$ cat src/rtl/lcd_fb_arbiter.sv
// Framebuffer RAM arbiter: keeps an FWFT prefetch FIFO topped up for LCD scanout
// and hands every RAM cycle the scanout does not urgently need to CPU writes.
module lcd_fb_arbiter #(
  parameter int H_ACTIVE   = 480,
  parameter int V_ACTIVE   = 272,
  parameter int ADDR_W     = 17,
  parameter int FIFO_DEPTH = 16
) (
  input  logic              clk,
  input  logic              rst,
  input  logic              frame_start,
  input  logic              pix_req,
  output logic [23:0]       pix_data,
  output logic              underrun,
  input  logic              cpu_wr_valid,
  output logic              cpu_wr_ready,
  input  logic [ADDR_W-1:0] cpu_wr_addr,
  input  logic [23:0]       cpu_wr_data,
  output logic              ram_en,
  output logic              ram_we,
  output logic [ADDR_W-1:0] ram_addr,
  output logic [23:0]       ram_wdata,
  input  logic [23:0]       ram_rdata
);

  localparam int DATA_W = 24;
  localparam int PIXELS = H_ACTIVE * V_ACTIVE;
  localparam int PTR_W  = $clog2(FIFO_DEPTH);
  localparam int LVL_W  = PTR_W + 1;

  localparam logic [LVL_W-1:0]  DEPTH_L   = LVL_W'(FIFO_DEPTH);
  localparam logic [LVL_W-1:0]  HALF_L    = LVL_W'(FIFO_DEPTH / 2);
  localparam logic [ADDR_W-1:0] LAST_ADDR = ADDR_W'(PIXELS - 1);

  typedef enum logic [1:0] {
    IDLE  = 2'd0,
    FETCH = 2'd1,
    DONE  = 2'd2
  } state_t;

  state_t state, state_next;

  logic [ADDR_W-1:0] rd_addr;
  logic              rd_vld_p1;
  logic [DATA_W-1:0] fifo_mem [FIFO_DEPTH];
  logic [PTR_W-1:0]  wr_ptr;
  logic [PTR_W-1:0]  rd_ptr;
  logic [LVL_W-1:0]  level;
  logic [LVL_W-1:0]  credits;

  logic urgent;
  logic rd_grant;
  logic wr_grant;
  logic have;
  logic avail;
  logic pop;
  logic push;
  logic fifo_rd;

  // Stage p0: arbitration, RAM request and FSM next state
  always_comb begin
    credits    = level + LVL_W'(rd_vld_p1);
    urgent     = (state == FETCH) && (credits < HALF_L);
    rd_grant   = 1'b0;
    wr_grant   = 1'b0;
    state_next = state;

    if (!rst) begin
      if (urgent) begin
        rd_grant = 1'b1;
      end else if (cpu_wr_valid) begin
        wr_grant = 1'b1;
      end else if ((state == FETCH) && (credits < DEPTH_L)) begin
        rd_grant = 1'b1;
      end
    end

    ram_en       = rd_grant | wr_grant;
    ram_we       = wr_grant;
    ram_addr     = wr_grant ? cpu_wr_addr : rd_addr;
    ram_wdata    = wr_grant ? cpu_wr_data : '0;
    cpu_wr_ready = !urgent && !rst;

    case (state)
      IDLE:    if (frame_start) state_next = FETCH;
      FETCH: begin
        if (frame_start) begin
          state_next = FETCH;
        end else if (rd_grant && (rd_addr == LAST_ADDR)) begin
          state_next = DONE;
        end
      end
      DONE:    if (frame_start) state_next = FETCH;
      default: state_next = IDLE;
    endcase
  end

  always_ff @(posedge clk) begin
    if (rst) begin
      state <= IDLE;
    end else begin
      state <= state_next;
    end
  end

  // Stage p1: read return; a word arriving while the FIFO is empty is shown directly
  always_comb begin
    have     = (level != '0);
    avail    = have || rd_vld_p1;
    pop      = pix_req && avail && !frame_start && !rst;
    fifo_rd  = pop && have;
    push     = rd_vld_p1 && !frame_start && !(pop && !have);
    underrun = !rst && pix_req && !avail;
    pix_data = '0;
    if (!rst) begin
      if (have) begin
        pix_data = fifo_mem[rd_ptr];
      end else if (rd_vld_p1) begin
        pix_data = ram_rdata;
      end
    end
  end

  always_ff @(posedge clk) begin
    if (rst) begin
      rd_addr   <= '0;
      rd_vld_p1 <= 1'b0;
      wr_ptr    <= '0;
      rd_ptr    <= '0;
      level     <= '0;
    end else begin
      // a read issued alongside frame_start belongs to the old frame
      rd_vld_p1 <= rd_grant && !frame_start;
      if (frame_start) begin
        rd_addr <= '0;
        wr_ptr  <= '0;
        rd_ptr  <= '0;
        level   <= '0;
      end else begin
        if (rd_grant) rd_addr <= rd_addr + 1'b1;
        if (push)     wr_ptr  <= wr_ptr + 1'b1;
        if (fifo_rd)  rd_ptr  <= rd_ptr + 1'b1;
        level <= level + LVL_W'(push) - LVL_W'(fifo_rd);
      end
    end
  end

  always_ff @(posedge clk) begin
    if (push) fifo_mem[wr_ptr] <= ram_rdata;
  end

endmodule

$ cat config.mk
export PLATFORM = sky130hd
export DESIGN_NAME = lcd_fb_arbiter
export DESIGN_NICKNAME = d
export VERILOG_FILES = /design/src/rtl/lcd_fb_arbiter.sv
export SDC_FILE = /design/constraint.sdc
export NUM_CORES = 1
export LEC_CHECK = 0
export CORE_MARGIN = 2
export CORE_UTILIZATION = 57
export DETAILED_ROUTE_END_ITERATION = 7
export DONT_BUFFER_PORTS = 1
export GPL_TIMING_DRIVEN = 0
export PLACE_DENSITY = 0.71
export SKIP_CTS_REPAIR_TIMING = 1
export SYNTH_ARGS = -nofsm -noshare
export SYNTH_HDL_FRONTEND = slang
export SYNTH_SLANG_ARGS = --single-unit
$ cat constraint.sdc
create_clock -name clk -period 4 [get_ports clk]
set_clock_uncertainty 0.15 [all_clocks]
set_input_delay 0.8 -clock clk [delete_from_list [all_inputs] [get_ports clk]]
set_output_delay 0.8 -clock clk [all_outputs]
set_load 0.02 [all_outputs]
==> implementation parameters <==
Parameter                              Value

Floorplan
  Initial Utilization    0.579
  Std-Cell Rows    63
  Die extent in x    between 150 and 200 um
  Vert. Die Dim    roughly 180 um
  Core region area    approximately 0.030 mm2
  Full die area    ~0.031 mm2
  # IOs    139

Timing
  Slack of the critical path    133 ps
  # setup viols final    0
  Pin slew with the least headroom to its limit    ~1000 ps
  Fin. max-slew vios    0
  Final hold violation count    0
  Worst slew margin relative to its limit    0.330
  Minimum period implied by the final worst setup slack    3870 ps
  Ratio of final minimum period to clock period    0.967
  Peak clock frequency supported by timing    roughly 260 MHz

Synthesis
  Count of cell types in the netlist    53
  Most common flop cell mapped by yosys    sky130_fd_sc_hd__edfxtp_1
  Top-count cell post-synth    sky130_fd_sc_hd__edfxtp_1
  Sequential-to-total area share from yosys stat    0.715
  Async set-reset flop share out of synthesis    0
  Most area-hungry cell type in the Yosys netlist    sky130_fd_sc_hd__edfxtp_1
  Syn. warnings    0
  Multiplexer share of the synthesized area    0.161
  Fraction of synthesized cell area taken by the top area cell type    0.672
  Cell area after synthesis    approximately 0.017 mm2
  FF+latch count, synth    approximately 420
  Mean instance size in the synthesized netlist    18.5 um2
  Number of nets in the synthesized netlist    about 1.0k
  Area fraction in and, or, nand and nor cells after synthesis    0.0576
  EDFF count, synth    384
  Mapped Cells    929
  Area share of xor/xnor cells in the synthesized design    0.00562
  Dominant combinational cell family by area after synthesis    multiplexers
  Share of synthesized cell area in full adder, half adder and majority cells    0.0106
  Post-synthesis compound-gate area fraction    0.0322
  Ranking of synthesized cells by instance count    sky130_fd_sc_hd__edfxtp_1 (384), sky130_fd_sc_hd__mux4_2 (96), sky130_fd_sc_hd__nand2_1 (44)
  Leading cell types by total area after synthesis    sky130_fd_sc_hd__edfxtp_1 (67%), sky130_fd_sc_hd__mux4_2 (13%), sky130_fd_sc_hd__dfxtp_1 (4.3%), sky130_fd_sc_hd__mux2i_1 (2.3%), sky130_fd_sc_hd__mux2_2 (1.2%)

CTS
  Cell at the root of the clock tree    sky130_fd_sc_hd__clkbuf_16
  CTS Sinks    around 420
  Latest clock arrival within the worst-skew pair    530 ps
  Total CTS buffers    42
  Deepest level of the CTS H-tree    2
  Number of buffers on the longest clock path    3
  Clock tree from TritonCTS    done
  Clock edge transition at the registers on the reported setup and hold paths    roughly 60 ps

Power
  Pwr/cell area    about 440 mW/mm2
  Max IR drop VDD    ~320 uV
  LEAKAGE    6.07 nW

Drt
  Initial detailed-routing violation count    approximately 1000
  Antenna viol nets, final    0
  Total wire length    about 39 mm
  Ratio of routed vias to standard cells    ~6.4
  DRC violations left    0
  Via count of the routed design    between 9k and 10k
  Initial DRT Pass Iterations    5
  Average wire per cell in the routed design    about 27 um

Global route
  Via count of the first global-routing pass    around 9.1k
  First-pass GRT wire length    about 57 mm
  Combined global-route utilization of all metal layers    0.250
  Maximum number of pins on one net before global-route repair    25
  Overall overflow remaining after global route    0
  Initial antenna violation count    0

Placement
  Post-Place Setup Slack    -78.0 ps
  Total placed cells including tap cells    1336
  Placer Congestion    between 0.8 and 0.9
  Count of port buffers added during placement    0
  Half-perimeter wire length of the detailed placement result    around 24 mm

Job
  Max-cap violation count    0

Hold path
  Number of cells traversed by the worst hold path    0
  Path class of the lowest-slack min-delay path    in2reg

Setup path
  Number of cells on the worst reg-to-reg path    7
  Critical Path AT    2920 ps
  Type of destination of the critical path    output port
  Worst Setup Path Type    reg2out
  Worst endpoint required time    between 3000 and 4000 ps
  Startpoint Class    flip-flop
  Maximum fanout along the worst path    10

Final layout
  Antenna Cells    0
  Layout cells sized above 1    0.242
  Count of fill cells added during filler insertion    1999
  Non-Filler Instances    roughly 1.4k
  Area growth from synthesis to final layout    14.3%
  Net count reported at finish    about 1.1k

Outcome
  Run status    finished clean
## worst max-delay path, stage by stage, from the launching register on
cell and delay [ps]:
sky130_fd_sc_hd__dfxtp_1 370, sky130_fd_sc_hd__inv_1 110, sky130_fd_sc_hd__ha_1 180, sky130_fd_sc_hd__or4b_1 430, sky130_fd_sc_hd__clkbuf_1 220, sky130_fd_sc_hd__nor3_4 270, sky130_fd_sc_hd__buf_12 150, sky130_fd_sc_hd__buf_2 280
sky130_fd_sc_hd__nand2_1 90, sky130_fd_sc_hd__o211ai_1 290
## sequential cells by signal (all words and copies together) (netlist names), named ones only
name	count
state	2
fifo_mem	384
rd_ptr	4
rd_vld_p1	1
wr_ptr	4
rd_addr	17
level	5
## worst paths after layout
| check | start | to | slack (ps) |
|---|---|---|---|
| setup / recovery | level[3] | pix_data[21] | 130 |
| hold reg to reg | rd_addr[8] | rd_addr[8] | 340 |
| setup reg to reg | level[3] | fifo_mem[2][23] | 530 |
| hold / removal | ram_rdata[4] | fifo_mem[3][4] | 210 |
## layer usage
metal,global-route usage,vias up,wire length (um)
met2,0.394,399,18600
met4,0.0639,0,751
met1,0.363,4702,16100
met3,0.0531,60,3040
li1,-,3904,-
met5,0,-,0
## logic make-up after synthesis
kind of cell / after synthesis
multiplexers: 154
buffers and inverters: 67
flip-flops: 421
XOR/XNOR: 11
AO/OA/AOI/OAI: 76
adder cells (fa/ha/maj): 14
AND/OR/NAND/NOR: 186
## cell usage in the layout (no fill, tap or decap), types with 13 or more instances in the layout
cell type	count
sky130_fd_sc_hd__edfxtp_1	384
sky130_fd_sc_hd__mux4_2	96
sky130_fd_sc_hd__clkbuf_16	45
sky130_fd_sc_hd__nand2_1	44
sky130_fd_sc_hd__mux2i_1	39
sky130_fd_sc_hd__dfxtp_1	37
sky130_fd_sc_hd__clkbuf_1	28
sky130_fd_sc_hd__and2_1	26
sky130_fd_sc_hd__o211ai_1	25
sky130_fd_sc_hd__nor2_1	24
sky130_fd_sc_hd__a22oi_1	24
sky130_fd_sc_hd__mux2_2	18
sky130_fd_sc_hd__or3_1	14
sky130_fd_sc_hd__nand4_1	14
sky130_fd_sc_hd__ha_1	13
sky130_fd_sc_hd__clkinv_1	13
## power breakdown
group | internal (W) | switching, W
Sequential | 0.00480 | 0.00000358
Clock | 0.00220 | 0.00156
Combinational | 0.0000440 | 0.0000895
## stage by stage
stage	setup TNS, ps	instance area (um2)	total power, W	utilization	hold slack, ps
finish	0	19600	0.00870	0.662	208
global route	-48.7	19600	0.00893	0.662	190
CTS	-13260	19500	0.00875	0.658	190
detailed placement	-657	18200	0.00503	0.613	334
global placement	-354490	17700	0.00502	0.596	321
floorplan	0	17200	0.00500	-	307
## layout make-up
class / instances / area, um2 / area share
buffer: 54 / 273 / 0.0139
clock buffer: 54 / 1180 / 0.0602
clock inverter: 22 / 149 / 0.00759
inverter: 12 / 45.0 / 0.00230
multi-input combinational: 441 / 4760 / 0.243
sequential: 421 / 12300 / 0.626
tap: 390 / 488 / 0.0249
timing repair buffer: 21 / 438 / 0.0223
(Power assumes the default switching activity.)
